`src/rtl/dmem_arbiter_if.sv`:
```
// Bus bundle between the CPU datapath, the debug/loader port, DataMemory and the arbiter.
// slave = arbiter side, master = surrounding environment (CPU, debug port, memory).
interface dmem_arbiter_if #(
  parameter int ADDR_W = 7,
  parameter int DATA_W = 32
);
  logic              cpu_req;
  logic              cpu_we;
  logic [ADDR_W-1:0] cpu_addr;
  logic [DATA_W-1:0] cpu_wdata;
  logic [DATA_W-1:0] cpu_rdata;
  logic              cpu_stall;

  logic              dbg_req;
  logic              dbg_we;
  logic              dbg_lock;
  logic [ADDR_W-1:0] dbg_addr;
  logic [DATA_W-1:0] dbg_wdata;
  logic              dbg_gnt;
  logic [DATA_W-1:0] dbg_rdata;
  logic              dbg_valid;

  logic [ADDR_W-1:0] mem_addr;
  logic [DATA_W-1:0] mem_wdata;
  logic              mem_write;
  logic              mem_read;
  logic [DATA_W-1:0] mem_rdata;

  logic              owner;

  modport slave (
    input  cpu_req, cpu_we, cpu_addr, cpu_wdata,
    output cpu_rdata, cpu_stall,
    input  dbg_req, dbg_we, dbg_lock, dbg_addr, dbg_wdata,
    output dbg_gnt, dbg_rdata, dbg_valid,
    output mem_addr, mem_wdata, mem_write, mem_read,
    input  mem_rdata,
    output owner
  );

  modport master (
    output cpu_req, cpu_we, cpu_addr, cpu_wdata,
    input  cpu_rdata, cpu_stall,
    output dbg_req, dbg_we, dbg_lock, dbg_addr, dbg_wdata,
    input  dbg_gnt, dbg_rdata, dbg_valid,
    input  mem_addr, mem_wdata, mem_write, mem_read,
    output mem_rdata,
    input  owner
  );
endinterface

```
`src/rtl/dmem_arbiter.sv`:
```
// One-access-per-cycle arbiter for the single-port data memory: CPU vs debug/loader port.
// Round-robin on contention; debug may lock for at most MAX_BURST grants while the CPU waits.
module dmem_arbiter #(
  parameter int ADDR_W    = 7,
  parameter int DATA_W    = 32,
  parameter int MAX_BURST = 4
) (
  input logic            clk,
  input logic            rst,
  dmem_arbiter_if.slave  bus
);
  localparam logic       REQ_CPU     = 1'b0;
  localparam logic       REQ_DBG     = 1'b1;
  localparam logic [0:0] ST_UNLOCKED = 1'b0;
  localparam logic [0:0] ST_LOCKED   = 1'b1;
  localparam int         CNT_W       = $clog2(MAX_BURST + 1);
  localparam logic [CNT_W-1:0] BURST_MAX = CNT_W'(MAX_BURST);

  logic              last_q, last_d;
  logic [0:0]        lock_q, lock_d;
  logic [CNT_W-1:0]  burst_q, burst_d;
  logic              owner_q, owner_d;
  logic              dbg_valid_q, dbg_valid_d;
  logic [DATA_W-1:0] dbg_rdata_q, dbg_rdata_d;

  logic dbg_wins;
  logic cpu_gnt;
  logic dbg_gnt;

  always_comb begin
    dbg_wins = bus.dbg_req;
    if (bus.cpu_req && bus.dbg_req) begin
      if (lock_q == ST_LOCKED && burst_q < BURST_MAX)
        dbg_wins = 1'b1;
      else
        dbg_wins = (last_q == REQ_CPU);
    end
    cpu_gnt = ~rst & bus.cpu_req & ~dbg_wins;
    dbg_gnt = ~rst & bus.dbg_req &  dbg_wins;
  end

  always_comb begin
    bus.mem_addr  = {ADDR_W{1'b0}};
    bus.mem_wdata = {DATA_W{1'b0}};
    bus.mem_write = 1'b0;
    bus.mem_read  = 1'b0;
    if (cpu_gnt) begin
      bus.mem_addr  = bus.cpu_addr;
      bus.mem_wdata = bus.cpu_wdata;
      bus.mem_write = bus.cpu_we;
      bus.mem_read  = ~bus.cpu_we;
    end else if (dbg_gnt) begin
      bus.mem_addr  = bus.dbg_addr;
      bus.mem_wdata = bus.dbg_wdata;
      bus.mem_write = bus.dbg_we;
      bus.mem_read  = ~bus.dbg_we;
    end
    bus.cpu_rdata = cpu_gnt ? bus.mem_rdata : {DATA_W{1'b0}};
    bus.cpu_stall = ~rst & bus.cpu_req & ~cpu_gnt;
    bus.dbg_gnt   = dbg_gnt;
    bus.dbg_rdata = dbg_rdata_q;
    bus.dbg_valid = dbg_valid_q;
    bus.owner     = owner_q;
  end

  always_comb begin
    last_d      = last_q;
    owner_d     = owner_q;
    if (cpu_gnt || dbg_gnt) begin
      last_d  = dbg_gnt ? REQ_DBG : REQ_CPU;
      owner_d = dbg_gnt;
    end
    dbg_valid_d = dbg_gnt & ~bus.dbg_we;
    dbg_rdata_d = dbg_valid_d ? bus.mem_rdata : dbg_rdata_q;

    lock_d = lock_q;
    case (lock_q)
      ST_UNLOCKED: if (dbg_gnt && bus.dbg_lock) lock_d = ST_LOCKED;
      ST_LOCKED:   if ((dbg_gnt && !bus.dbg_lock) || !bus.dbg_req) lock_d = ST_UNLOCKED;
      default:     lock_d = ST_UNLOCKED;
    endcase

    // The grant that takes the lock counts as the first burst beat, so the CPU waits at most MAX_BURST.
    burst_d = burst_q;
    if (cpu_gnt || lock_d == ST_UNLOCKED)
      burst_d = '0;
    else if (dbg_gnt && bus.dbg_lock && bus.cpu_req && burst_q < BURST_MAX)
      burst_d = burst_q + CNT_W'(1);
  end

  always_ff @(posedge clk or posedge rst) begin
    if (rst) begin
      last_q      <= REQ_DBG;
      lock_q      <= ST_UNLOCKED;
      burst_q     <= '0;
      owner_q     <= 1'b0;
      dbg_valid_q <= 1'b0;
      dbg_rdata_q <= {DATA_W{1'b0}};
    end else begin
      last_q      <= last_d;
      lock_q      <= lock_d;
      burst_q     <= burst_d;
      owner_q     <= owner_d;
      dbg_valid_q <= dbg_valid_d;
      dbg_rdata_q <= dbg_rdata_d;
    end
  end
endmodule
```
`src/flat_wrapper.sv`:
```
// flat-port wrapper written by rule: the top's interface ports become plain ports
module dmem_arbiter_flat 
#(
  parameter int ADDR_W    = 7,
  parameter int DATA_W    = 32,
  parameter int MAX_BURST = 4
)
  (clk, rst, bus_cpu_req, bus_cpu_we, bus_cpu_addr, bus_cpu_wdata, bus_cpu_rdata, bus_cpu_stall, bus_dbg_req, bus_dbg_we, bus_dbg_lock, bus_dbg_addr, bus_dbg_wdata, bus_dbg_gnt, bus_dbg_rdata, bus_dbg_valid, bus_mem_addr, bus_mem_wdata, bus_mem_write, bus_mem_read, bus_mem_rdata, bus_owner);
  dmem_arbiter_if #(.ADDR_W(ADDR_W), .DATA_W(DATA_W)) bus_i ();
  input logic clk;
  input logic rst;
  input wire logic [$bits(bus_i.cpu_req)-1:0] bus_cpu_req;
  input wire logic [$bits(bus_i.cpu_we)-1:0] bus_cpu_we;
  input wire logic [$bits(bus_i.cpu_addr)-1:0] bus_cpu_addr;
  input wire logic [$bits(bus_i.cpu_wdata)-1:0] bus_cpu_wdata;
  output wire logic [$bits(bus_i.cpu_rdata)-1:0] bus_cpu_rdata;
  output wire logic [$bits(bus_i.cpu_stall)-1:0] bus_cpu_stall;
  input wire logic [$bits(bus_i.dbg_req)-1:0] bus_dbg_req;
  input wire logic [$bits(bus_i.dbg_we)-1:0] bus_dbg_we;
  input wire logic [$bits(bus_i.dbg_lock)-1:0] bus_dbg_lock;
  input wire logic [$bits(bus_i.dbg_addr)-1:0] bus_dbg_addr;
  input wire logic [$bits(bus_i.dbg_wdata)-1:0] bus_dbg_wdata;
  output wire logic [$bits(bus_i.dbg_gnt)-1:0] bus_dbg_gnt;
  output wire logic [$bits(bus_i.dbg_rdata)-1:0] bus_dbg_rdata;
  output wire logic [$bits(bus_i.dbg_valid)-1:0] bus_dbg_valid;
  output wire logic [$bits(bus_i.mem_addr)-1:0] bus_mem_addr;
  output wire logic [$bits(bus_i.mem_wdata)-1:0] bus_mem_wdata;
  output wire logic [$bits(bus_i.mem_write)-1:0] bus_mem_write;
  output wire logic [$bits(bus_i.mem_read)-1:0] bus_mem_read;
  input wire logic [$bits(bus_i.mem_rdata)-1:0] bus_mem_rdata;
  output wire logic [$bits(bus_i.owner)-1:0] bus_owner;
  assign bus_i.cpu_req = bus_cpu_req;
  assign bus_i.cpu_we = bus_cpu_we;
  assign bus_i.cpu_addr = bus_cpu_addr;
  assign bus_i.cpu_wdata = bus_cpu_wdata;
  assign bus_cpu_rdata = bus_i.cpu_rdata;
  assign bus_cpu_stall = bus_i.cpu_stall;
  assign bus_i.dbg_req = bus_dbg_req;
  assign bus_i.dbg_we = bus_dbg_we;
  assign bus_i.dbg_lock = bus_dbg_lock;
  assign bus_i.dbg_addr = bus_dbg_addr;
  assign bus_i.dbg_wdata = bus_dbg_wdata;
  assign bus_dbg_gnt = bus_i.dbg_gnt;
  assign bus_dbg_rdata = bus_i.dbg_rdata;
  assign bus_dbg_valid = bus_i.dbg_valid;
  assign bus_mem_addr = bus_i.mem_addr;
  assign bus_mem_wdata = bus_i.mem_wdata;
  assign bus_mem_write = bus_i.mem_write;
  assign bus_mem_read = bus_i.mem_read;
  assign bus_i.mem_rdata = bus_mem_rdata;
  assign bus_owner = bus_i.owner;
  dmem_arbiter #(.ADDR_W(ADDR_W), .DATA_W(DATA_W), .MAX_BURST(MAX_BURST)) u_core (.clk(clk), .rst(rst), .bus(bus_i));
endmodule
```
`config.mk`:
```
export PLATFORM = sky130hd
export DESIGN_NAME = dmem_arbiter_flat
export DESIGN_NICKNAME = d
export VERILOG_FILES = /design/src/rtl/dmem_arbiter_if.sv /design/src/rtl/dmem_arbiter.sv /design/src/flat_wrapper.sv
export SDC_FILE = /design/constraint.sdc
export NUM_CORES = 1
export LEC_CHECK = 0
export ABC_AREA = 1
export BUFFER_PORTS_ARGS = -buffer_cell sky130_fd_sc_hd__buf_2
export CORE_MARGIN = 3
export CORE_UTILIZATION = 33
export CTS_CLUSTER_SIZE = 14
export DETAILED_ROUTE_END_ITERATION = 12
export GPL_ROUTABILITY_DRIVEN = 1
export PLACE_DENSITY = 0.74
export RECOVER_POWER = 100
export SYNTH_ARGS = -nofsm -noshare
export SYNTH_HDL_FRONTEND = slang
export SYNTH_SLANG_ARGS = --single-unit
```
`constraint.sdc`:
```
create_clock -name clk -period 2.8 [get_ports clk]
set_input_delay 0.56 -clock clk [delete_from_list [all_inputs] [get_ports clk]]
set_output_delay 0.56 -clock clk [all_outputs]
set_load 0.1 [all_outputs]
```
==> results of run 1 <==
[final cells by class]
class | count | share of cell area [%]
Inverter | 44 | 4.36
Sequential cell | 39 | 25.2
Tap cell | 96 | 3.10
Multi-Input combinational cell | 249 | 29.4
Timing Repair Buffer | 231 | 34.9
Clock inverter | 2 | 0.904
Clock buffer | 6 | 2.13
[per-stage QoR]
stage / hold slack, ns / setup TNS (ns)
global route: 0.499 / 0
finish: 0.483 / 0
detailed placement: 0.462 / 0
floorplan: 0.458 / -4.64
global placement: 0.459 / 0
CTS: 0.481 / 0
[worst max-delay path, cell delays in order (launching register included)]
cell and delay (ns):
dfstp_2 0.53, nand2_1 0.04, nand2_1 0.14, nand3_2 0.12, inv_1 0.12, buf_12 0.20
nand2_1 0.09, nand2_2 0.06, buf_2 0.42
[synthesized netlist by cell type]
cell type    n
nand2_1    163
buf_6        5
buf_2        6
nand3_2      2
dfstp_2      1
nand2_2      2
nand2_4      2
inv_1       43
o21ai_2     14
o21ai_0      6
dfrtp_1     38
ha_1         1
inv_4        1
nand4_1      3
nand3_1      2
o21ai_1     16
buf_1        2
clkbuf_2     1
nor2_1      38
clkbuf_1     4
[worst min-delay path by stage]
| stage | from | endpoint | slack [ns] | cells after the start |
|---|---|---|---|---|
| 2_1_floorplan | u_core.last_q | u_core.last_q | 0.46 | 2 |
| 3_3_place_gp | u_core.bus.dbg_rdata[13] | u_core.bus.dbg_rdata[13] | 0.46 | 2 |
| 3_5_place_dp | u_core.bus.dbg_rdata[10] | u_core.bus.dbg_rdata[10] | 0.46 | 2 |
| 4_1_cts | u_core.bus.dbg_rdata[10] | u_core.bus.dbg_rdata[10] | 0.48 | 2 |
| 5_1_grt | u_core.bus.dbg_rdata[10] | u_core.bus.dbg_rdata[10] | 0.50 | 2 |
| 6_report | u_core.bus.dbg_rdata[10] | u_core.bus.dbg_rdata[10] | 0.48 | 2 |
[metal layers]
layer | vias up | share of wire [%]
met5 | - | 0
met4 | 0 | 3.1
met3 | 15 | 8.8
met2 | 159 | 51
met1 | 1299 | 37
li1 | 1479 | -
[state kept, by name, summed over array words and instances (netlist names)]
| name | count |
|---|---|
| u_core.bus.dbg_valid | 1 |
| u_core.last_q | 1 |
| u_core.lock_q | 1 |
| u_core.bus.owner | 1 |
| u_core.bus.dbg_rdata | 32 |
| u_core.burst_q | 3 |
[cell families after synthesis]
logic type                 Yosys count
adders and majority gates            1
AOI/OAI and AO/OA                   36
and+or+nand+nor                    212
buffers and inverters               62
DFF                                 39
[power groups by stage]
stage	sequential [mW]	clock, mW	combinational, mW
after floorplan	1.56	0	0.764
after global placement	0.736	0	2.14
after detailed placement	0.744	0	2.17
after CTS	0.733	0.488	2.17
after global routing	0.752	0.513	1.96
final	0.738	0.476	1.89
==> out/metrics.cfg, run 1 <==
[cells_and_area]
utilization_pct=56.7
final_cell_mix=nand2_1 (126), buf_2 (122), clkbuf_4 (51), inv_1 (42), nand2_2 (39)
area_growth_pct=65.4
layout.nets=688
mostFrequentLayoutCell=nand2_1
stdcell_count=667
final_area_um2=3870
antenna_cells=0
multi_input_area_um2=1140
drive_above_1_share_pct=44.5
regArea_um2=977
n_fill_cell=670

[routing]
via_count=2952
drc_errors=0
first_pass_iters=4
avgRoutedWirePerCell_um=14.0
ant_nets=0
drt_wl_total_mm=9.32
via_per_inst=4.43
drtIter0Drc=88

[synth]
yosys.cell_types.count=20
synthTopCellsByArea=dfrtp_1 (41%), nand2_1 (26%), inv_1 (6.9%)
ys_seq_area_share_pct=41.7
yosysTopAreaCellShare_pct=40.6
synth-adder-area-share_pct=0.534
synth_area_um2=2340
syn_area_per_cell_um2=6.69
synthMuxAreaShare_pct=0
yosysTopAreaCell=dfrtp_1
ys_ff_latch=39
synthXorXnorAreaFrac_pct=0
yosys.area_share.simple_pct=35.8
syn_nets=468
synthCells=350
ys_warn_count=0
synth_compound_area_share_pct=9.94
synth_top_family_by_area=simple AND/OR/NAND/NOR gates

[run]
max_cap_violations=0

[timing]
fin_crit_sh_pct=92.9
hold_violations=0
worst_pin_slew_ns=1.21
worst_slack_ns=0.198
relSlewSlack_pct=19.4
period_minus_slack_ns=2.60
fmax_ghz=0.384
finalMaxSlewViolations=0
fin_skew_ns=0.00153
setup_viol=0
rsz0062_at_grt=false

[grt]
track_usage_pct=21.8
grt_pass1_vias=2844
grt_util_met2_pct=40.5
overflow=0
gr-usage-met3_pct=6.78
top_usage_layer=met2
grt_pass1_wl_mm=14.2
antenna_found_initial=0
grt_max_degree=66
met1_usage_pct=23.4

[floorplan]
fp-row-count=30
ioPinCount=226
core_um2=6830
die_y_um=90.2
die_w_um=90.2
die-area_um2=8140
start_util_pct=34.3

[placement]
dp_slack_ns=0.335
gp_routability_congestion=0.873
io_buffer_count=225
hpwl_mm=7.86
dp.cells=659
place_area_um2=4720

[clock_tree]
cts_setup_buffers=0
cts_resized=0
ctsHoldBuffers=0
clock-sinks=39
clk_latency_ns=0.28
cts_tree=built
cts-root-buf=clkbuf_8
clock_tree.htree_level_count=2
clk_pin_slew_ns=0.07
cts_buffer_depth=2
numCtsBuffers=5

[power_and_ir_drop]
clkPwrFrac_pct=15.3
p_int_mw=1.23
p_comb_share_pct=60.9
ir_drop_mv=0.294
power.switching_mw=1.87
powerDensity_nw_per_um2=802
leakage_nw=2.29
p_sw_share_pct=60.3
power_frac_seq_pct=23.8
total_power_mw=3.11

[critical_path]
cp_max_fo=39
critical_path_class=reg -> out
rr_worst_depth=9
timing.critical_path.arrival_ns=2.04
endpoint_kind=output pin
worst_r2r_endpoint=u_core.bus.dbg_rdata[26]
endpoint=bus_mem_wdata[28]
reg2reg_from=u_core.last_q
crit_start=u_core.last_q
r2r_slack_ns=0.76
startpoint_type=flip-flop
required_ns=2.24

[hold_path]
hold_path.class=reg -> reg

[run_status]
status=finished clean

Note: power is estimated with default switching activity, not from simulation.
==> run 2: changes to the inputs <==
==> constraint.sdc (replaced) <==
create_clock -name clk -period 2.1 [get_ports clk]
set_input_delay 0.42 -clock clk [delete_from_list [all_inputs] [get_ports clk]]
set_output_delay 0.42 -clock clk [all_outputs]
set_load 0.1 [all_outputs]
==> run 2 against run 1 <==
  * The run now fails in clock tree synthesis
  * Synthesized cell count unchanged
  * Synthesized area unchanged
==> out/metrics.cfg, run 2 <==
[floorplan]
die_y_um=90.2  ; unchanged
ioPinCount=226  ; unchanged
start_util_pct=34.3  ; unchanged
fp-row-count=30  ; unchanged
die_w_um=90.2  ; unchanged

[synth]
ys.flop_type=dfrtp_1
yosysTopAreaCell=dfrtp_1
synth_area_um2=2340  ; unchanged
synthTopCellsByArea=dfrtp_1 (41%), nand2_1 (26%), inv_1 (6.9%)
yosys.cell_types.count=20  ; unchanged
syn_nets=468  ; unchanged
ys_warn_count=0  ; unchanged
yosysTopAreaCellShare_pct=40.6  ; unchanged
netlist_top_cells_count=nand2_1 (163), inv_1 (43), dfrtp_1 (38), nor2_1 (38), o21ai_1 (16)
syn_area_per_cell_um2=6.69  ; unchanged
ys_seq_area_share_pct=41.7  ; unchanged
synth_edf_count=0  ; unchanged
synthCells=350  ; unchanged
ys_ff_latch=39  ; unchanged
synthArstFlopShare_pct=100  ; unchanged
yosys.cell_count.top_type=nand2_1

[run_status]
status=did not finish
first-error=[ERROR DPL-0033] detailed placement checks failed during check placement.
lastStage=clock tree synthesis

[clock_tree]
cts_buffer_depth=2  ; unchanged
cts-root-buf=clkbuf_8
cts_resized=53  ; +53
clock-sinks=39  ; unchanged
numCtsBuffers=5  ; unchanged
cts_setup_buffers=11  ; +11
ctsHoldBuffers=0  ; unchanged
clock_tree.htree_level_count=2  ; unchanged

[placement]
gp_routability_congestion=0.844  ; -3.2%
io_buffer_count=225  ; unchanged
hpwl_mm=10.9  ; +38%
place_area_um2=6230  ; +32%

==> run 2: cell counts after synthesis <==
Identical to the previous run, type by type.
==> run 2: stage by stage <==
step / std cells / hold WS (ns) / TNS [ns] / setup WS [ns] / util, %
floorplan: 350 / 0.425 / -11.49 / -0.384 / -
global placement: 666 / 0.462 / 0 / 0.0429 / 91.1
detailed placement: 666 / 0.463 / -1.15 / -0.0757 / 91.1
==> run 2: cells by family after synthesis <==
| group | count (synthesis) | synth area share [%] |
|---|---|---|
| DFF | 39 | 41.7 |
| and+or+nand+nor | 212 | 35.8 |
| buffers and inverters | 62 | 12.0 |
| AOI/OAI and AO/OA | 36 | 9.94 |
| adders and majority gates | 1 | 0.534 |
==> run 3: changes to the inputs <==
--- a/config.mk
+++ b/config.mk
@@ -8,11 +8,10 @@
 export ABC_AREA = 1
 export BUFFER_PORTS_ARGS = -buffer_cell sky130_fd_sc_hd__buf_2
 export CORE_MARGIN = 3
-export CORE_UTILIZATION = 33
-export CTS_CLUSTER_SIZE = 14
+export CORE_UTILIZATION = 30
 export DETAILED_ROUTE_END_ITERATION = 12
 export GPL_ROUTABILITY_DRIVEN = 1
-export PLACE_DENSITY = 0.74
+export PLACE_DENSITY_LB_ADDON = 0.15
 export RECOVER_POWER = 100
 export SYNTH_ARGS = -nofsm -noshare
 export SYNTH_HDL_FRONTEND = slang
==> constraint.sdc (replaced) <==
create_clock -name clk -period 2.7 [get_ports clk]
set_input_delay 0.54 -clock clk [delete_from_list [all_inputs] [get_ports clk]]
set_output_delay 0.54 -clock clk [all_outputs]
set_load 0.1 [all_outputs]
==> run 3 against run 2 <==
  * The flow now finishes without violations
==> out/metrics.cfg, run 3 (synthesis gave the netlist of run 1 again) <==
[run_status]
status=finished clean

[floorplan]
core_um2=7410
die_w_um=94.4  ; +4.6%
ioPinCount=226  ; unchanged
fp-row-count=31  ; +3.3%
start_util_pct=31.6  ; -2.7 points
die-area_um2=8900
die_y_um=94.4  ; +4.6%

[routing]
drt_wl_total_mm=9.19
via_per_inst=4.32
drtIter0Drc=116
ant_nets=0
via_count=2901
drc_errors=0
avgRoutedWirePerCell_um=13.7
first_pass_iters=4

[clock_tree]
cts_setup_buffers=0  ; -11
clock-sinks=39  ; unchanged
cts_resized=0  ; -100%
cts-root-buf=clkbuf_8
cts_buffer_depth=2  ; unchanged
cts_tree=built
clk_pin_slew_ns=0.09
clk_latency_ns=0.29
ctsHoldBuffers=0  ; unchanged
clock_tree.htree_level_count=2  ; unchanged
numCtsBuffers=5  ; unchanged

[cells_and_area]
antenna_cells=0
stdcell_count=672
final_area_um2=4350
drive_above_1_share_pct=44.7
multi_input_area_um2=1140
regArea_um2=977
largest_reg_flops=32
utilization_pct=58.7
area_growth_pct=85.8
layout.nets=690
mostFrequentLayoutCell=nand2_1
final_cell_mix=nand2_1 (126), buf_2 (120), inv_1 (42), nand2_2 (39), dfrtp_1 (38)
n_fill_cell=755

[critical_path]
r2r_slack_ns=0.76
reg2reg_from=u_core.last_q
crit_chain=nand2_1 -> nand2_1 -> nand3_2 -> buf_2 -> nor2_1 -> clkbuf_4
timing.critical_path.arrival_ns=1.96
crit_path_top_delay_cell=dfstp_2
endpoint=bus_cpu_rdata[11]
cpMostUsedCell=nand2_1
cpPeakStageDelay_ns=0.53
crit_start=u_core.last_q
rr_worst_depth=9
endpoint_kind=output pin
startpoint_type=flip-flop
critical_path_class=reg -> out
cp_max_fo=21
required_ns=2.16
worst_r2r_endpoint=u_core.bus.dbg_rdata[24]

[hold_path]
hold_path.class=reg -> reg
worstHoldPathCells=2

[timing]
finalMaxSlewViolations=0
fin_skew_ns=0.00730
setup_viol=0
hold_violations=0
fmax_ghz=0.399
period_minus_slack_ns=2.50
whs_ns=0.488
worst_pin_slew_ns=1.22
fin_crit_sh_pct=92.7
rsz0062_at_grt=false
relSlewSlack_pct=19.0

[grt]
antenna_found_initial=0
overflow=0
grt_pass1_wl_mm=14.1
track_usage_pct=20.1
grt_pass1_vias=2919
grt_max_degree=66

[power_and_ir_drop]
ir_drop_mv=0.285
leakage_nw=2.43
total_power_mw=3.32
powerDensity_nw_per_um2=762

[run]
max_cap_violations=0

[placement]
dp.cells=664  ; -0.30%
io_buffer_count=225  ; unchanged
gp_routability_congestion=0.876  ; +3.8%
hpwl_mm=7.72  ; -29%
place_area_um2=4740  ; -24%

[run 3: where the power goes]
group	internal (mW)	total (mW)	switching, mW
clock	0.275	0.485	0.210
combinational	0.370	2.06	1.69
sequential	0.703	0.767	0.0638
total	1.35	3.32	1.97
[run 3: worst min-delay path by stage]
stage | slack (ns) | end | startpoint
floorplan | 0.46 | u_core.last_q | u_core.last_q
global placement | 0.46 | u_core.bus.dbg_rdata[10] | u_core.bus.dbg_rdata[10]
detailed placement | 0.46 | u_core.bus.dbg_rdata[5] | u_core.bus.dbg_rdata[5]
CTS | 0.48 | u_core.bus.dbg_rdata[5] | u_core.bus.dbg_rdata[5]
global route | 0.50 | u_core.bus.dbg_rdata[21] | bus_mem_rdata[21]
finish | 0.49 | u_core.bus.dbg_rdata[23] | u_core.bus.dbg_rdata[23]
[run 3: critical path, delay by kind of cell, from the launching register on]
family	cells	cell delay, ns
flops	1	0.53
simple gates	4	0.50
buf+inv	2	0.64
[run 3: area by class of cell]
| class | count | share of cell area [%] |
|---|---|---|
| inverters | 44 | 3.88 |
| clock buffers | 5 | 1.58 |
| flip-flops and latches | 39 | 22.5 |
| repair buffers | 233 | 42.1 |
| multi-input cells | 249 | 26.1 |
| well taps | 99 | 2.85 |
| clock inverters | 3 | 1.01 |
[run 3: stage by stage]
| step | TNS (ns) | worst slack [ns] |
|---|---|---|
| finish | 0 | 0.196 |
| floorplan | -6.45 | -0.215 |
| CTS | 0 | 0.261 |
| detailed placement | 0 | 0.359 |
| global placement | 0 | 0.424 |
| global route | 0 | 0.0766 |
[run 3: per-layer routing]
| metal | GRT usage (%) | share of wire (%) |
|---|---|---|
| met5 | 0 | 0 |
| met3 | 6.69 | 9.8 |
| met2 | 36.6 | 53 |
| met1 | 22.3 | 36 |
| met4 | 5.54 | 1.3 |
==> run 4: changes to the inputs <==
--- a/config.mk
+++ b/config.mk
@@ -11,8 +11,9 @@
 export CORE_UTILIZATION = 30
 export DETAILED_ROUTE_END_ITERATION = 12
 export GPL_ROUTABILITY_DRIVEN = 1
+export HOLD_SLACK_MARGIN = 0.02
 export PLACE_DENSITY_LB_ADDON = 0.15
-export RECOVER_POWER = 100
+export RECOVER_POWER = 25
 export SYNTH_ARGS = -nofsm -noshare
 export SYNTH_HDL_FRONTEND = slang
 export SYNTH_SLANG_ARGS = --single-unit
==> run 4 against run 3 <==
  * Worst setup slack better by 0.044 ns
  * First-iteration DRC count down 25%
  * Worst hold slack worse by 0.0055 ns
  * Sequential cell count is the same
  * Global-route usage unchanged
  * Sequential share of layout area decreased by 2.3 points
  * Critical path depth up 2
  * Core utilization increased by 6.7 points
  * Combinational power is 8% higher
  * Maximum frequency is 1.8% higher
  * Critical path type unchanged
  * Critical endpoint is now bus_mem_wdata[13]
==> out/metrics.cfg, run 4 (synthesis gave the netlist of run 1 again) <==
[run_status]
status=finished clean

[floorplan]
die_w_um=94.4  ; unchanged
core_um2=7410  ; unchanged
die_y_um=94.4  ; unchanged
fp-row-count=31  ; unchanged
ioPinCount=226  ; unchanged
start_util_pct=31.6  ; unchanged
die-area_um2=8900  ; unchanged

[critical_path]
cp_max_fo=40  ; +90%
timing.critical_path.arrival_ns=1.92  ; -0.04 ns
startpoint_type=flip-flop
critical_path_class=reg -> out
rr_worst_depth=9  ; unchanged
endpoint_kind=output pin
cpMostUsedCell=nand2_1
cpPeakStageDelay_ns=0.53  ; about the same
path_buf_inv=3  ; +1
crit_family=simple AND/OR/NAND/NOR gates
required_ns=2.16  ; about the same
cp.depth=8  ; +2
crit_path_top_delay_cell=dfstp_2
crit_chain=nand2_1 -> nand2_1 -> nand3_2 -> inv_1 -> buf_12 -> nand2_1 -> nand2_2 -> buf_12

[timing]
worst_slack_ns=0.241  ; +0.0443 ns
rsz0062_at_grt=false
worst_pin_slew_ns=1.21  ; -0.0147 ns
whs_ns=0.482  ; -0.00552 ns
fin_crit_sh_pct=91.1  ; -1.6 points
finalMaxSlewViolations=0  ; unchanged
setup_viol=0  ; unchanged
period_minus_slack_ns=2.46  ; -0.0443 ns
hold_violations=0  ; unchanged
fmax_ghz=0.407  ; +1.8%
fin_skew_ns=0.00811  ; +0.000814 ns
relSlewSlack_pct=20.0  ; +0.98 points

[cells_and_area]
antenna_cells=0  ; unchanged
layout.nets=690  ; unchanged
largest_reg_flops=32  ; unchanged
mostFrequentLayoutCell=buf_2
stdcell_count=672  ; unchanged
area_growth_pct=107
drive_above_1_share_pct=52.9  ; +8.2 points
final_cell_mix=buf_2 (151), nand2_1 (125), buf_12 (73), inv_1 (42), nand2_2 (40)

[clock_tree]
clock_tree.htree_level_count=2  ; unchanged
ctsHoldBuffers=0  ; unchanged
clk_pin_slew_ns=0.09  ; about the same
cts_tree=built
numCtsBuffers=5  ; unchanged
cts_resized=0  ; unchanged
cts_buffer_depth=2  ; unchanged
cts_setup_buffers=0  ; unchanged
clock-sinks=39  ; unchanged
clk_latency_ns=0.29  ; about the same
cts-root-buf=clkbuf_8

[grt]
grt_max_degree=66  ; unchanged
antenna_found_initial=0  ; unchanged
overflow=0  ; unchanged
grt_pass1_vias=2919  ; unchanged
track_usage_pct=20.1  ; unchanged
grt_pass1_wl_mm=14.1  ; unchanged

[placement]
hpwl_mm=7.72  ; unchanged
dp_slack_ns=0.359  ; unchanged
dp.cells=664  ; unchanged
gp_routability_congestion=0.876  ; unchanged
io_buffer_count=225  ; unchanged

[run]
max_cap_violations=0  ; unchanged

[routing]
via_per_inst=4.38  ; +1.4%
drt_wl_total_mm=9.07  ; -1.3%
first_pass_iters=4  ; unchanged
drtIter0Drc=87  ; -25%
via_count=2943  ; +1.4%
drc_errors=0  ; unchanged
ant_nets=0  ; unchanged
avgRoutedWirePerCell_um=13.5  ; -1.3%

[power_and_ir_drop]
powerDensity_nw_per_um2=717  ; -5.9%
leakage_nw=2.67  ; +9.6%
ir_drop_mv=0.291  ; +2.1%

[hold_path]
worstHoldPathCells=2  ; unchanged
hold_path.class=reg -> reg

-- run 4: cell types whose count changed in the layout (fill, tap and decap cells not counted), sizes merged --
cell / previous run / this run
buf: 187 / 230
clkbuf: 51 / 8
-- run 4: path summary, 6_finish.rpt --
check / slack, ns / end / startpoint
max reg2reg: 0.67 / u_core.bus.dbg_rdata[24] / u_core.last_q
max: 0.24 / bus_mem_wdata[13] / u_core.last_q
max in group asynchronous: 1.35 / u_core.bus.dbg_rdata[3] / rst
min in group asynchronous: 0.72 / u_core.bus.dbg_rdata[18] / rst
min reg2reg: 0.48 / u_core.bus.dbg_rdata[25] / u_core.bus.dbg_rdata[25]
min: 0.48 / u_core.bus.dbg_rdata[25] / u_core.bus.dbg_rdata[25]
-- run 4: per-layer routing --
| metal | share of wire (%) | up-vias | GRT usage, % | wire length (um) |
|---|---|---|---|---|
| li1 | - | 1493 | - | - |
| met1 | 35 | 1303 | 22.3 | 3200 |
| met2 | 53 | 133 | 36.6 | 4840 |
| met3 | 9.3 | 14 | 6.69 | 847 |
| met4 | 2.0 | 0 | 5.54 | 181 |
| met5 | 0 | - | 0 | 0 |
-- run 4: tightest hold or removal path: stages, from the launching register on --
cell and delay [ns]:
dfrtp_1 0.35, nand2_1 0.06, o21ai_2 0.05
-- run 4: cell type report --
class | count | area, um^2
fill | 653 | 2560
timing repair buffer | 233 | 2270
multi-input combinational | 249 | 1190
sequential | 39 | 977
inverter | 44 | 169
tap | 99 | 124
clock buffer | 5 | 68.8
clock inverter | 3 | 43.8
-- run 4: power by group --
part	total, mW	switching (mW)	leakage (nW)	internal (mW)
clock	0.485	0.210	0.0581	0.275
sequential	0.761	0.0584	0.490	0.703
combinational	2.23	1.72	2.12	0.502
total	3.47	1.99	2.67	1.48
-- run 4: stage by stage --
step | TNS (ns) | power (mW) | util, % | area, um^2
floorplan | -6.45 | 2.41 | - | 2460
global placement | 0 | 2.99 | 64.0 | 4740
detailed placement | 0 | 3.02 | 64.0 | 4740
CTS | 0 | 3.51 | 65.5 | 4860
global route | 0 | 3.61 | 65.4 | 4850
finish | 0 | 3.47 | 65.4 | 4850
